==> config.mk <==
export PLATFORM = sky130hd
export DESIGN_NAME = dma_tx_byte_serializer_flat
export DESIGN_NICKNAME = d
export VERILOG_FILES = /design/src/rtl/dma_tx_pkg.sv /design/src/rtl/axi_clks.sv /design/src/rtl/dma_tx_byte_serializer.sv /design/src/flat_wrapper.sv
export SDC_FILE = /design/constraint.sdc
export NUM_CORES = 1
export LEC_CHECK = 0
export BUFFER_PORTS_ARGS = -buffer_cell sky130_fd_sc_hd__buf_2
export CORE_MARGIN = 2
export CORE_UTILIZATION = 40
export CTS_CLUSTER_DIAMETER = 200
export DETAILED_ROUTE_END_ITERATION = 6
export GPL_ROUTABILITY_DRIVEN = 1
export SYNTH_ARGS = -nofsm -noshare
export SYNTH_HDL_FRONTEND = slang
export SYNTH_SLANG_ARGS = --single-unit
==> constraint.sdc <==
create_clock -name clks_clk -period 1.8 [get_ports clks_clk]
set_input_delay 0.18 -clock clks_clk [delete_from_list [all_inputs] [get_ports clks_clk]]
set_output_delay 0.18 -clock clks_clk [all_outputs]
set_load 0.02 [all_outputs]
==> src/rtl/dma_tx_pkg.sv <==
// Shared types and constants for the DMA transmit byte serializer.
package dma_tx_pkg;

  localparam int DEF_DWIDTH = 64;
  localparam int DEF_LWIDTH = 16;
  localparam int DEF_BYTES  = DEF_DWIDTH / 8;

  // Serializer control states.
  typedef enum logic [1:0] {
    IDLE = 2'd0,
    LOAD = 2'd1,
    SEND = 2'd2
  } state_t;

  // Packet descriptor as delivered by the descriptor logic; more fields may follow.
  typedef struct packed {
    logic [DEF_LWIDTH-1:0] len;
  } desc_t;

  // Width of a byte index within a word; at least one bit so single-byte words still index.
  function automatic int idx_width(input int bytes);
    return (bytes > 1) ? $clog2(bytes) : 1;
  endfunction

  localparam int DEF_IDXW = idx_width(DEF_BYTES);

endpackage

==> src/rtl/axi_clks.sv <==
// Clock/reset bundle; rst is active-low.
interface AXI_clks;
  logic clk;
  logic rst;
  modport to_rtl (input clk, input rst);
endinterface

==> src/rtl/dma_tx_byte_serializer.sv <==
// Pulls 64-bit words from a show-ahead FIFO and emits them little-endian as a
// valid/ready byte stream with SOP/EOP markers, one packet per length descriptor.
module dma_tx_byte_serializer
  import dma_tx_pkg::*;
#(
  parameter int DWIDTH = DEF_DWIDTH,
  parameter int LWIDTH = DEF_LWIDTH
) (
  AXI_clks.to_rtl            clks,
  input  logic               len_valid,
  input  logic [LWIDTH-1:0]  len_data,
  output logic               len_ready,
  input  logic [DWIDTH-1:0]  fifo_data,
  input  logic               fifo_empty,
  output logic               fifo_pull,
  output logic [7:0]         tx_data,
  output logic               tx_valid,
  input  logic               tx_ready,
  output logic               tx_sop,
  output logic               tx_eop,
  output logic               underrun,
  output logic               zero_len
);

  localparam int BYTES = DWIDTH / 8;
  localparam int IDXW  = idx_width(BYTES);

  state_t              state_reg, state_next;
  logic [LWIDTH-1:0]   bytes_left_reg, bytes_left_next;
  logic [IDXW-1:0]     byte_idx_reg, byte_idx_next;
  logic                first_reg, first_next;
  logic [DWIDTH-1:0]   word_reg, word_next;
  logic                underrun_reg, underrun_next;
  logic                zero_len_reg, zero_len_next;
  // Held low through reset so len_ready only rises on the first edge after release.
  logic                run_reg;

  // Split the held word into byte lanes for the output mux.
  logic [7:0] word_bytes [BYTES];
  genvar gi;
  generate
    for (gi = 0; gi < BYTES; gi++) begin : g_lane
      assign word_bytes[gi] = word_reg[8*gi +: 8];
    end
  endgenerate

  assign underrun = underrun_reg;
  assign zero_len = zero_len_reg;

  // State and datapath registers.
  always_ff @(posedge clks.clk or negedge clks.rst) begin
    if (!clks.rst) begin
      state_reg      <= IDLE;
      bytes_left_reg <= '0;
      byte_idx_reg   <= '0;
      first_reg      <= 1'b0;
      word_reg       <= '0;
      underrun_reg   <= 1'b0;
      zero_len_reg   <= 1'b0;
      run_reg        <= 1'b0;
    end else begin
      state_reg      <= state_next;
      bytes_left_reg <= bytes_left_next;
      byte_idx_reg   <= byte_idx_next;
      first_reg      <= first_next;
      word_reg       <= word_next;
      underrun_reg   <= underrun_next;
      zero_len_reg   <= zero_len_next;
      run_reg        <= 1'b1;
    end
  end

  // Next-state, FIFO pop and byte-stream outputs.
  always_comb begin
    state_next      = state_reg;
    bytes_left_next = bytes_left_reg;
    byte_idx_next   = byte_idx_reg;
    first_next      = first_reg;
    word_next       = word_reg;
    underrun_next   = underrun_reg;
    zero_len_next   = 1'b0;
    len_ready       = 1'b0;
    fifo_pull       = 1'b0;
    tx_valid        = 1'b0;
    tx_data         = 8'h00;
    tx_sop          = 1'b0;
    tx_eop          = 1'b0;
    case (state_reg)
      IDLE: begin
        len_ready = run_reg;
        if (len_valid && run_reg) begin
          if (len_data == '0) begin
            zero_len_next = 1'b1;
          end else begin
            bytes_left_next = len_data;
            first_next      = 1'b1;
            state_next      = LOAD;
          end
        end
      end
      LOAD: begin
        if (!fifo_empty) begin
          word_next     = fifo_data;
          fifo_pull     = 1'b1;
          byte_idx_next = '0;
          state_next    = SEND;
        end else if (!first_reg) begin
          // Starving at a packet start is normal; starving mid-packet is not.
          underrun_next = 1'b1;
        end
      end
      SEND: begin
        tx_valid = 1'b1;
        tx_data  = word_bytes[byte_idx_reg];
        tx_sop   = first_reg;
        tx_eop   = (bytes_left_reg == LWIDTH'(1));
        if (tx_ready) begin
          bytes_left_next = bytes_left_reg - LWIDTH'(1);
          byte_idx_next   = byte_idx_reg + IDXW'(1);
          first_next      = 1'b0;
          if (bytes_left_reg == LWIDTH'(1)) begin
            // Tail bytes of the current word are dropped; it is already popped.
            state_next = IDLE;
          end else if (byte_idx_reg == IDXW'(BYTES - 1)) begin
            if (!fifo_empty) begin
              word_next     = fifo_data;
              fifo_pull     = 1'b1;
              byte_idx_next = '0;
            end else begin
              state_next = LOAD;
            end
          end
        end
      end
      default: state_next = IDLE;
    endcase
  end

`ifndef SYNTHESIS
  a_no_pull_when_empty : assert property (@(posedge clks.clk) disable iff (!clks.rst)
    !(fifo_pull && fifo_empty));
  a_no_valid_in_idle : assert property (@(posedge clks.clk) disable iff (!clks.rst)
    !(tx_valid && state_reg == IDLE));
  a_hold_when_stalled : assert property (@(posedge clks.clk) disable iff (!clks.rst)
    (tx_valid && !tx_ready) |=> ($stable(tx_data) && $stable(tx_sop) && $stable(tx_eop)));
`endif

endmodule
==> src/flat_wrapper.sv <==
// flat-port wrapper written by rule: the top's interface ports become plain ports
module dma_tx_byte_serializer_flat import dma_tx_pkg::*;
#(
  parameter int DWIDTH = DEF_DWIDTH,
  parameter int LWIDTH = DEF_LWIDTH
)
  (len_valid, len_data, len_ready, fifo_data, fifo_empty, fifo_pull, tx_data, tx_valid, tx_ready, tx_sop, tx_eop, underrun, zero_len, clks_clk, clks_rst);
  AXI_clks clks_i ();
  input  logic len_valid;
  input  logic [LWIDTH-1:0] len_data;
  output logic len_ready;
  input  logic [DWIDTH-1:0] fifo_data;
  input  logic fifo_empty;
  output logic fifo_pull;
  output logic [7:0] tx_data;
  output logic tx_valid;
  input  logic tx_ready;
  output logic tx_sop;
  output logic tx_eop;
  output logic underrun;
  output logic zero_len;
  input wire logic [$bits(clks_i.clk)-1:0] clks_clk;
  input wire logic [$bits(clks_i.rst)-1:0] clks_rst;
  assign clks_i.clk = clks_clk;
  assign clks_i.rst = clks_rst;
  dma_tx_byte_serializer #(.DWIDTH(DWIDTH), .LWIDTH(LWIDTH)) u_core (.clks(clks_i), .len_valid(len_valid), .len_data(len_data), .len_ready(len_ready), .fifo_data(fifo_data), .fifo_empty(fifo_empty), .fifo_pull(fifo_pull), .tx_data(tx_data), .tx_valid(tx_valid), .tx_ready(tx_ready), .tx_sop(tx_sop), .tx_eop(tx_eop), .underrun(underrun), .zero_len(zero_len));
endmodule
* Yosys cells after proc, flatten, opt, wreduce, memory -nomap -nowiden
Cells that the tools add are included.
** Word-level totals
- Output and inout bits :: 15
- Word-level logic and storage cells :: 78
- Register bits :: 89
- Bits of input ports :: 85
** Operators by class
- $add $sub $neg :: 2
- Bitwise operators :: 2
- Eq/ne operators :: 12
- Magnitude comparators :: 1
- Mux-type cells :: 43
- Reductions and logical operators :: 10
** Operators by type and width (number)
- 64-bit two-way mux :: 4
- 64-bit one-hot mux with 2 select lines :: 1
- 16-bit two-way mux :: 3
- 16-bit one-hot mux with 2 select lines :: 1
- 8-bit binary-select mux with 3-bit select :: 1
- 8-bit two-way mux :: 3
- 16-bit by 1-bit == test with 1-bit output (second input constant) :: 1
- 16-bit zero test :: 1
- 16-bit by 1-bit subtractor with 16-bit output (second input constant) :: 1
- 3-bit two-way mux :: 5
- 1-bit two-way mux :: 14
- 2-bit two-way mux :: 7
- 2-bit != test (second input constant) :: 4
- 4-bit AND reduction :: 2
- 2-bit one-hot mux with 3 select lines :: 1
- 3-bit one-hot mux with 2 select lines :: 1
- 3-bit AND reduction :: 2
- 6-bit AND reduction :: 1
- 4-bit greater-or-equal comparator (second input constant) :: 1
- 2-bit by 1-bit != test with 1-bit output (second input constant) :: 2
- 3-bit inverter with 4-bit output :: 1
- 1-bit one-hot mux with 2 select lines :: 2
- 2-bit nonzero test :: 2
- 3-bit by 1-bit adder with 3-bit output (second input constant) :: 1
- other kinds (8) :: 8

* Longest topological paths before layout
- Depth after elaboration :: 6
- Depth in mapped cells :: 9

* Least setup slack after synthesis
Ideal clock, no wire load.
- Path type :: reg-to-output
- Start :: register u_core.state_reg[0]
- End :: output tx_data[7]
- Slack :: -278 ps
- Arrival :: 1898 ps
- Cell stages (with the launch flop) :: 7
- Cells stage by stage :: dfrtp_1 -> inv_1 -> ha_1 -> buf_2 -> clkbuf_1 -> clkbuf_1 -> nor2b_1
** On the way
- Longest elaborated chain between the ends :: 2
** Ends and longest elaborated chain
- from (decl) :: line dma_tx_byte_serializer.sv:28 : state_t state_reg, state_next;
- from (signal assigned) :: line dma_tx_byte_serializer.sv:62 : state_reg <= state_next;
- 2-bit == test :: line dma_tx_byte_serializer.sv:88 : case (state_reg)
- 8-bit two-way mux :: line dma_tx_byte_serializer.sv:88
- to (decl) :: line flat_wrapper.sv:15 : output logic [7:0] tx_data;
No other way between the ends.

* Worst setup path in the final report
- Start :: register u_core.byte_idx_reg[0]
- End :: output tx_data[5]
** On the way
- Longest elaborated chain between the ends :: 5
** Ends and longest elaborated chain
- from (decl) :: line dma_tx_byte_serializer.sv:30 : logic [IDXW-1:0] byte_idx_reg, byte_idx_next;
- from (signal assigned) :: line dma_tx_byte_serializer.sv:64 : byte_idx_reg <= byte_idx_next;
- 3-bit inverter with 4-bit output (implied by the code) :: line dma_tx_byte_serializer.sv:114 : tx_data = word_bytes[byte_idx_reg];
- 8-bit binary-select mux with 3-bit select :: line dma_tx_byte_serializer.sv:114
- 8-bit two-way mux (implied by the code) (2 in a row) :: line dma_tx_byte_serializer.sv:114
- 8-bit two-way mux :: line dma_tx_byte_serializer.sv:88
No other way between the ends. The select of a mux whose other input is x is not followed.

==> reports/qor.yml <==
global_route:
  grt_usage_pct: 20.87
  grt_max_degree: 45
  antenna_found_initial: 0
  overflow: 0
  grt_pass1_wl_um: 20600
  grt_pass1_vias: 3928
floorplanning:
  start_util_pct: 40.47
  dieArea_mm2: 0.01289
  core_mm2: 0.01186
  rows: 40
  ioPinCount: 100
  die_y_um: 113.6
  die_x_um: 113.6
synthesis:
  synth_edf_count: 0
  synthesis.nets: 457
  synth_warnings: 0
  synth-seq-cells: 89
  syn_area_mm2: 0.004801
  synthArstFlopShare_pct: 100.0
  synthTopCellsByArea: "dfrtp_1 46%, mux2_4 16%, mux4_2 7.5%, mux2_1 2.3%, mux2i_1 2.3%"
  synth_ff_type: "dfrtp_1"
  syn_inst: 364
  synth.top_cell.area_share_pct: 46.39
  yosysTopAreaCell: "dfrtp_1"
  ys_seq_area_share_pct: 46.39
  avgSynthCellArea_um2: 13.19
  ys_types: 57
critical_path:
  worstSetupStartpointType: "flop"
  worstRegToRegCells: 10
  cp_max_fo: 5
  cp.required_ns: 1.62
  arrival_ns: 1.93
  r2r-end: "u_core.word_reg[18]"
  crit-reg2reg-launch: "u_core.bytes_left_reg[1]"
  rrSetupSlack_ns: -0.25
  endpoint_kind: "primary output"
  worst-setup-path-type: "flop to primary output"
cells_and_area:
  diodes: 0
  final_net_count: 644
  final_util_pct: 61.54
  areaGrowthSynthToFinish_pct: 52.05
  largest_reg_flops: 64
  drive_gt1_share_pct: 65.29
power_and_ir_drop:
  vdd_drop_max_mv: 1.002
  leakage_nw: 3.408
  p_per_area_mw_per_mm2: 1897
place:
  gp_congestion: 0.8457
  port_buffers: 99
  dp_hpwl_um: 8536
hold_path:
  min_path_type: "input port to flop"
  hold_depth: 2
  hp-start: "fifo_data[28]"
  whs_endpoint: "u_core.word_reg[28]"
sta:
  setup_viol: 83
  slew_viol_final: 0
  fin_setup_tns_ns: -15.67
  setup_slack_ns: -0.3107
  holdWs_ns: 0.05825
  hold_viol_final: 0
  fmax_mhz: 473.8
  fin_skew_ns: 0.01087
  slew_headroom_pct: 64.64
  worst_pin_slew_ns: 0.5263
  rsz0062_at_grt: "true"
  fin_crit_sh_pct: 117.3
  period_minus_slack_ns: 2.111
detailed_routing:
  vias: 3772
  drt_wl_total_um: 13340
  first_iter_violations: 165
  wire_per_inst_um: 18.97
  drc: 0
  ant_nets: 0
  vias_per_cell: 5.366
  drtPass1Iterations: 4
cts:
  root_buffer: "clkbuf_16"
  cts_buffers: 9
  cts_tree: "built"
  clk_latency_ns: 0.35
  cts.sinks: 89
  cts.reportedPaths.clkPinSlew_ns: 0.07
  htreeDepth: 3
  cts.path.max_buffers: 2
flow_run:
  cap_violations: 0
outcome:
  outcome: "finished with violations"
  violations: "negative setup slack"
kinds of logic (layout without fill, tap and decap cells):
kind of cell,count (synthesis),in the layout,share of synthesized area [%]
flip-flops,89,89,46.39
multiplexers,93,93,29.19
AO/OA/AOI/OAI,57,57,8.132
buffers and inverters,33,225,3.675
AND/OR/NAND/NOR,83,83,10.45
other,1,1,0.07811
adder cells (fa/ha/maj),8,8,2.085
synth_stat cells, types with 4 or more instances:
| cell | n |
|---|---|
| dfrtp_1 | 89 |
| nor4_1 | 4 |
| nand2_1 | 17 |
| nor4b_1 | 4 |
| a211o_1 | 4 |
| mux2_4 | 50 |
| buf_6 | 6 |
| mux2i_1 | 11 |
| nor3_1 | 6 |
| clkbuf_1 | 4 |
| mux2_1 | 10 |
| buf_2 | 6 |
| inv_1 | 13 |
| buf_1 | 4 |
| nor2b_1 | 12 |
| mux4_2 | 16 |
| a2bb2oi_1 | 4 |
| a21oi_1 | 8 |
| nand2b_1 | 6 |
| mux2_2 | 6 |
| o21ai_0 | 15 |
| nand3_1 | 8 |
| ha_1 | 8 |
| nor2_1 | 8 |
power breakdown:
group	leakage (nW)	switching, W	internal [W]
registers	1.05	0.000676	0.00302
logic	2.20	0.00317	0.00489
clock network	0.161	0.000824	0.00127
total	3.41	0.00467	0.00918
worst max-delay path: stages, from the launching register on:
cell     delay (ns)
dfrtp_2        0.45
buf_12         0.15
mux4_2         0.54
mux2i_1        0.21
nor2b_2        0.09
buf_6          0.13
how the worst max path moves through the flow:
| stage | from | endpoint | slack, ns | cells after the start |
|---|---|---|---|---|
| after floorplan | u_core.bytes_left_reg[0] | u_core.bytes_left_reg[10] | -0.08 | 7 |
| after global placement | u_core.bytes_left_reg[1] | u_core.bytes_left_reg[10] | -0.17 | 8 |
| after detailed placement | u_core.bytes_left_reg[1] | u_core.bytes_left_reg[10] | -0.20 | 8 |
| after CTS | u_core.byte_idx_reg[0] | tx_data[3] | -0.33 | 6 |
| after global routing | u_core.bytes_left_reg[9] | fifo_pull | -0.37 | 6 |
| final | u_core.byte_idx_reg[0] | tx_data[5] | -0.31 | 5 |
metal layers:
metal	vias up	routed length (um)	track usage, %
li1	1737	-	-
met1	1908	5821	26.95
met2	108	6671	34.61
met5	-	0	0
met3	19	619	5.420
met4	0	227	6.667
through the flow:
| stage | setup WS (ns) | instances | instance area, um^2 | total power, W |
|---|---|---|---|---|
| 6_report | -0.3107 | 703 | 7300 | 0.01385 |
| 5_1_grt | -0.3663 | 703 | 7300 | 0.01458 |
| 4_1_cts | -0.3260 | 692 | 6977 | 0.01319 |
| 3_5_place_dp | -0.2021 | 648 | 5953 | 0.009535 |
| 3_3_place_gp | -0.1698 | 648 | 5953 | 0.009363 |
| 2_1_floorplan | -0.07681 | 364 | 4905 | 0.007741 |
layout make-up:
type,instances,area [um^2]
clock inverter,6,96.34
inverter,13,51.30
sequential,89,2228
fill,895,4562
timing repair buffer,196,1674
clock buffer,10,239.0
tap,147,183.9
multi-input combinational,242,2826
placed cells by master, fill, tap and decap left out, drive strengths merged, types with 6 or more instances in the layout:
master / instances
ha: 8
buf: 195
nand3: 9
mux2i: 11
mux4: 16
mux2: 66
nand2: 17
clkbuf: 10
nor4: 6
nor3: 7
nor2b: 12
o21ai: 17
nand2b: 6
a21oi: 8
dfrtp: 89
nor2: 8
inv: 15
repair_timing:
item,CTS,global route
setup buffers,21,14
gates cloned,9,2
hold buffers,1,0
pin swaps,18,25
gates resized for setup,82,69
endpoints found under the hold margin,25,0
setup endpoints to repair,87,94
Note: power is estimated with default switching activity, not from simulation.
